`config.mk`:
```
export PLATFORM = sky130hd
export DESIGN_NAME = plab4_net_router_output_sched_tdm
export DESIGN_NICKNAME = d
export VERILOG_FILES = /design/src/rtl/plab4_net_sched_pkg.sv /design/src/rtl/plab4_net_RRPtrArb3.sv /design/src/rtl/plab4_net_router_output_sched_tdm.sv
export SDC_FILE = /design/constraint.sdc
export NUM_CORES = 1
export LEC_CHECK = 0
export ABC_AREA = 1
export CORE_AREA = 2 2 57 59
export DETAILED_ROUTE_END_ITERATION = 10
export DIE_AREA = 0 0 59 61
export PLACE_DENSITY_LB_ADDON = 0.3
export SLEW_MARGIN = 20
export SYNTH_ARGS = -nofsm -noshare
export SYNTH_HDL_FRONTEND = slang
export SYNTH_SLANG_ARGS = --single-unit
```
`constraint.sdc`:
```
create_clock -name clk -period 2.5 [get_ports clk]
set_input_delay 0.5 -clock clk [delete_from_list [all_inputs] [get_ports clk]]
set_output_delay 0.5 -clock clk [all_outputs]
set_load 0.005 [all_outputs]
```
`src/rtl/plab4_net_sched_pkg.sv`:
```
// Shared types for the TDM output scheduler: FSM states, domain tags, port index.
package plab4_net_sched_pkg;

   typedef enum logic [1:0] {
      EPOCH_D0 = 2'd0,
      GUARD_D0 = 2'd1,
      EPOCH_D1 = 2'd2,
      GUARD_D1 = 2'd3
   } sched_state_t;

   localparam logic DOM_LOW  = 1'b0;
   localparam logic DOM_HIGH = 1'b1;

   typedef logic [1:0] port_idx_t;

   // Successor in the 0 -> 1 -> 2 -> 0 search order; 3 behaves as 0.
   function automatic port_idx_t next_port(input port_idx_t k);
      case (k)
         2'd0:    return 2'd1;
         2'd1:    return 2'd2;
         2'd2:    return 2'd0;
         default: return 2'd1;
      endcase
   endfunction

endpackage

```
`src/rtl/plab4_net_RRPtrArb3.sv`:
```
// Combinational 3-way round-robin pick: first eligible port at or after ptr.
// Zero latency; no state, pointer ownership stays with the caller.
module plab4_net_RRPtrArb3
   import plab4_net_sched_pkg::*;
(
   input  logic [2:0] eligible,
   input  port_idx_t  ptr,
   output logic [2:0] grant,
   output port_idx_t  idx,
   output logic       any
);

   port_idx_t  cand;
   logic [2:0] sh;

   always_comb begin
      grant = 3'b000;
      idx   = 2'd0;
      any   = 1'b0;
      cand  = (ptr == 2'd3) ? 2'd0 : ptr;
      sh    = 3'b000;
      for (int o = 0; o < 3; o++) begin
         sh = 3'b001 << cand;
         if (!any && ((eligible & sh) != 3'b000)) begin
            any   = 1'b1;
            idx   = cand;
            grant = sh;
         end
         cand = next_port(cand);
      end
   end

endmodule

```
`src/rtl/plab4_net_router_output_sched_tdm.sv`:
```
// TDM output scheduler: zero-latency grants within per-domain epochs; out_rdy low suppresses
// grants and holds pointers. Idle guard states compiled in by PLAB4_NET_SCHED_GUARD_EN.
module plab4_net_router_output_sched_tdm
   import plab4_net_sched_pkg::*;
#(
   parameter int unsigned p_epoch_len = 8,
   parameter int unsigned p_guard_len = 1
)(
   input  logic       clk,
   input  logic       reset,
   input  logic       reqs_p0,
   input  logic       reqs_p1,
   input  logic       reqs_p2,
   input  logic       reqs_p0_domain,
   input  logic       reqs_p1_domain,
   input  logic       reqs_p2_domain,
   input  logic       out_rdy,
   output logic       grants_p0,
   output logic       grants_p1,
   output logic       grants_p2,
   output logic       out_val,
   output logic [1:0] xbar_sel,
   output logic       out_domain,
   output logic       epoch_active
);

   localparam int unsigned CNT_MAX = (p_epoch_len > p_guard_len) ? p_epoch_len : p_guard_len;
   localparam int unsigned CW      = (CNT_MAX > 2) ? $clog2(CNT_MAX) : 1;
   localparam logic [CW-1:0] EPOCH_LAST = CW'(p_epoch_len - 1);
`ifdef PLAB4_NET_SCHED_GUARD_EN
   localparam logic [CW-1:0] GUARD_LAST = CW'(p_guard_len - 1);
`endif

   sched_state_t  state_q, state_d;
   logic [CW-1:0] cnt_q, cnt_d;
   port_idx_t     ptr_d0_q, ptr_d0_d;
   port_idx_t     ptr_d1_q, ptr_d1_d;

   logic          active_dom;
   logic          in_epoch;
   logic [2:0]    eligible;
   logic [2:0]    arb_grant;
   port_idx_t     arb_idx;
   logic          arb_any;
   port_idx_t     arb_ptr;

   always_ff @(posedge clk or posedge reset) begin
      if (reset) begin
         state_q  <= EPOCH_D0;
         cnt_q    <= '0;
         ptr_d0_q <= 2'd0;
         ptr_d1_q <= 2'd0;
      end else begin
         state_q  <= state_d;
         cnt_q    <= cnt_d;
         ptr_d0_q <= ptr_d0_d;
         ptr_d1_q <= ptr_d1_d;
      end
   end

   always_comb begin
      state_d = state_q;
      cnt_d   = cnt_q + 1'b1;
      case (state_q)
         EPOCH_D0: if (cnt_q == EPOCH_LAST) begin
`ifdef PLAB4_NET_SCHED_GUARD_EN
            state_d = GUARD_D0;
`else
            state_d = EPOCH_D1;
`endif
            cnt_d   = '0;
         end
         EPOCH_D1: if (cnt_q == EPOCH_LAST) begin
`ifdef PLAB4_NET_SCHED_GUARD_EN
            state_d = GUARD_D1;
`else
            state_d = EPOCH_D0;
`endif
            cnt_d   = '0;
         end
`ifdef PLAB4_NET_SCHED_GUARD_EN
         GUARD_D0: if (cnt_q == GUARD_LAST) begin
            state_d = EPOCH_D1;
            cnt_d   = '0;
         end
         GUARD_D1: if (cnt_q == GUARD_LAST) begin
            state_d = EPOCH_D0;
            cnt_d   = '0;
         end
`endif
         default: begin
            state_d = EPOCH_D0;
            cnt_d   = '0;
         end
      endcase
   end

   assign active_dom = (state_q == EPOCH_D1 || state_q == GUARD_D1) ? DOM_HIGH : DOM_LOW;
   assign in_epoch   = (state_q == EPOCH_D0 || state_q == EPOCH_D1);

   // Masking with reset makes grants drop the instant reset rises, not at the next edge.
   assign eligible = {reqs_p2 && (reqs_p2_domain == active_dom),
                      reqs_p1 && (reqs_p1_domain == active_dom),
                      reqs_p0 && (reqs_p0_domain == active_dom)}
                     & {3{out_rdy && in_epoch && !reset}};

   assign arb_ptr = (active_dom == DOM_HIGH) ? ptr_d1_q : ptr_d0_q;

   plab4_net_RRPtrArb3 u_arb (
      .eligible (eligible),
      .ptr      (arb_ptr),
      .grant    (arb_grant),
      .idx      (arb_idx),
      .any      (arb_any)
   );

   always_comb begin
      ptr_d0_d = ptr_d0_q;
      ptr_d1_d = ptr_d1_q;
      if (arb_any) begin
         if (active_dom == DOM_HIGH) ptr_d1_d = next_port(arb_idx);
         else                        ptr_d0_d = next_port(arb_idx);
      end
   end

   assign grants_p0  = arb_grant[0];
   assign grants_p1  = arb_grant[1];
   assign grants_p2  = arb_grant[2];
   assign out_val    = arb_any;
   assign xbar_sel   = arb_idx;
   assign out_domain = active_dom;
`ifdef PLAB4_NET_SCHED_GUARD_EN
   assign epoch_active = in_epoch;
`else
   assign epoch_active = 1'b1;
`endif

endmodule

```
==> impl_metrics.env <==
export IMPL_status="complete, but fails checks"
export IMPL_violations="setup timing"
export IMPL_start_util=0.286
export IMPL_wl_per_cell_um=10.7
export IMPL_max_freq_ghz=0.381
export IMPL_setup_slack_ns=-0.126
export IMPL_antenna_found_initial=0
export IMPL_htreeDepth=1
export IMPL_cp_max_fo=4
export IMPL_rows=20
export IMPL_hp_class="reg2reg"
export IMPL_nets=182
export IMPL_synthTopCellsByArea="dfrtp_1 24%, nand3_1 11%, nand3_2 11%, ha_1 10%, nand2_1 8.9%"
export IMPL_postCtsHoldBufs=0
export IMPL_tns_ns=-0.345
export IMPL_endpoint_kind="output port"
export IMPL_rsz0062_at_grt="true"
export IMPL_grt_max_degree=11
export IMPL_cts_clk_slew_worst_paths_ns=0.05
export IMPL_die_x_um=59
export IMPL_antenna_left=0
export IMPL_finalSetupViolCount=6
export IMPL_syn_area_sq_um=846
export IMPL_r2r_cells=17
export IMPL_finClkSkew_ns=0.00344
export IMPL_clock_sinks=8
export IMPL_r2r_start="state_q[1]"
export IMPL_worstPathRequired_ns=2.00
export IMPL_drt_initial_drc_count=14
export IMPL_synth_nets=126
export IMPL_p_leak_nw=0.801
export IMPL_grt_pass1_vias=869
export IMPL_r2r_slack_ns=0.05
export IMPL_drive_gt1_frac=0.634
export IMPL_grt_usage=0.128
export IMPL_utilization=0.528
export IMPL_min_to="cnt_q[0]"
export IMPL_wl_mm=2.11
export IMPL_critPathKind="reg2out"
export IMPL_dpl_hpwl_mm=1.46
export IMPL_cts_buffer_depth=2
export IMPL_synth_avg_cell_area_sq_um=7.69
export IMPL_period_needed_ns=2.63
export IMPL_grt_pass1_wl_mm=3.53
export IMPL_cap_violations=0
export IMPL_period_share=1.05
export IMPL_worstPathArrival_ns=2.13
export IMPL_route_detailed_drc=0
export IMPL_die_h_um=61
export IMPL_synth_seq_area_share=0.237
export IMPL_grt_ovfl_total=0
export IMPL_place_congestion=0.793
export IMPL_diodes=0
export IMPL_die_area_sq_mm=0.00360
export IMPL_yosysUniqueCellTypes=22
export IMPL_synth_cells=110
export IMPL_power_density_mw_per_mm2=629
export IMPL_synth_top_area_share=0.237
export IMPL_num_vias=884
export IMPL_pin_count=17
export IMPL_stdcell_area_sq_mm=0.00156
export IMPL_hold_viol_final=0
export IMPL_peakVddDrop_mv=0.309
export IMPL_yosys_warnings=0
export IMPL_r2r_end="ptr_d0_q[0]"
export IMPL_post_dp_cell_area_sq_mm=0.00117
export IMPL_io_buffers=15
export IMPL_cts_made_buffers=3
export IMPL_drv_slew=0
export IMPL_cts_tree="yes"
export IMPL_startpoint_type="flip-flop"
export IMPL_fill_cells=288
export IMPL_root_buffer="clkbuf_4"
export IMPL_area_growth_pct=84.3
export IMPL_timing_hold_ws_ns=0.437
export IMPL_drt_pass1_iterations=4
export IMPL_min_path_cells=1
export IMPL_clk_latency_ns=0.25
export IMPL_ys_ff_latch=8
export IMPL_core_area_sq_mm=0.00295
export IMPL_hp_start="cnt_q[0]"
export IMPL_synth_top_area_cell="dfrtp_1"
export IMPL_via_per_inst=4.49
worst max path at each step:
stage	start	endpoint	cells after the start
global placement	state_q[1]	xbar_sel[1]	11
CTS	state_q[1]	grants_p1	12
global route	state_q[1]	xbar_sel[1]	13
floorplan	state_q[1]	ptr_d0_q[0]	14
detailed placement	state_q[1]	xbar_sel[0]	10
finish	state_q[1]	xbar_sel[1]	13
timing repair:
item	4_1_cts	5_1_grt
endpoints found under the setup margin	8	10
gates resized for setup	54	26
hold endpoints to repair	0	0
pin swaps	17	10
buffers inserted	12	6
gates cloned	0	0
cells in the final DEF, fill, tap and decap left out:
cell type and n:
nand2_4 4, nand2_1 18, o21ai_4 1, buf_8 1, buf_4 29, inv_6 1
ha_1 3, nor2_2 2, nand2_2 7, clkdlybuf4s50_1 9, dfrtp_2 1, inv_4 2
dfrtp_1 7, nand3_2 11, o21ai_2 2, nor2_8 1, inv_1 10, inv_2 5
ha_4 4, nand3_4 8, conb_1 1, buf_2 4, buf_6 10, nand3_1 9
nor2_1 2, nor2_4 6, or2_4 2, xor2_1 1, clkbuf_4 3
state kept, by name, summed over array words and instances, names as in the netlist:
register / cells
cnt_q: 3
ptr_d0_q: 2
ptr_d1_q: 2
state_q: 1
per-layer routing:
| layer | wire (um) | GRT usage |
|---|---|---|
| met1 | 778 | 0.140 |
| met4 | 22 | 0.0519 |
| met3 | 54 | 0.00853 |
| met5 | 0 | 0 |
| met2 | 1260 | 0.256 |
metrics by stage:
| step | cells | setup slack [ns] | total power, mW |
|---|---|---|---|
| floorplan | 110 | 0.0295 | 0.410 |
| global placement | 176 | -0.346 | 0.639 |
| detailed placement | 176 | -0.359 | 0.643 |
| CTS | 191 | -0.166 | 0.885 |
| global route | 197 | -0.230 | 1.06 |
| finish | 197 | -0.126 | 0.980 |
cell families after synthesis:
family,Yosys count,synth area share
compound gates,3,0.0177
xor+xnor,1,0.0104
fa+ha+maj,7,0.104
buf+inv,20,0.108
flops,8,0.237
other cells,1,0.00443
simple gates,70,0.519
Yosys cell counts:
library cell	instances
inv_2	5
nor2_8	1
nand2_4	4
nand2_2	5
o21ai_1	1
xor2_1	1
nor2_4	1
ha_1	7
buf_4	1
inv_1	12
inv_6	1
nand3_1	18
buf_6	1
nor2_2	5
nor2_1	4
dfrtp_1	8
conb_1	1
nand3_4	1
nand2_1	20
o21ai_0	2
nand3_2	9
or2_2	2
critical path: stages, from the launching register on:
cell and delay [ns]:
dfrtp_2 0.41, inv_6 0.04, or2_4 0.22, o21ai_2 0.06, buf_6 0.13, ha_4 0.22
nand3_4 0.10, nand3_4 0.09, nor2_4 0.16, buf_6 0.12, nand3_4 0.06, buf_6 0.12
nand2_2 0.05, buf_6 0.08
report_power, final:
group | switching, mW | internal, mW | leakage (nW) | total, mW
logic | 0.335 | 0.375 | 0.686 | 0.710
clock network | 0.0374 | 0.0545 | 0.0138 | 0.0919
registers | 0.0196 | 0.159 | 0.101 | 0.178
total | 0.392 | 0.588 | 0.801 | 0.980
cell type report:
class | instances | area, sq um | area share
multi-input cells | 82 | 761 | 0.488
repair buffers | 53 | 455 | 0.292
flip-flops and latches | 8 | 201 | 0.129
inverters | 18 | 77.6 | 0.0498
well taps | 33 | 41.3 | 0.0265
clock buffers | 3 | 22.5 | 0.0144
No activity file was read; power rests on OpenSTA's default activity.
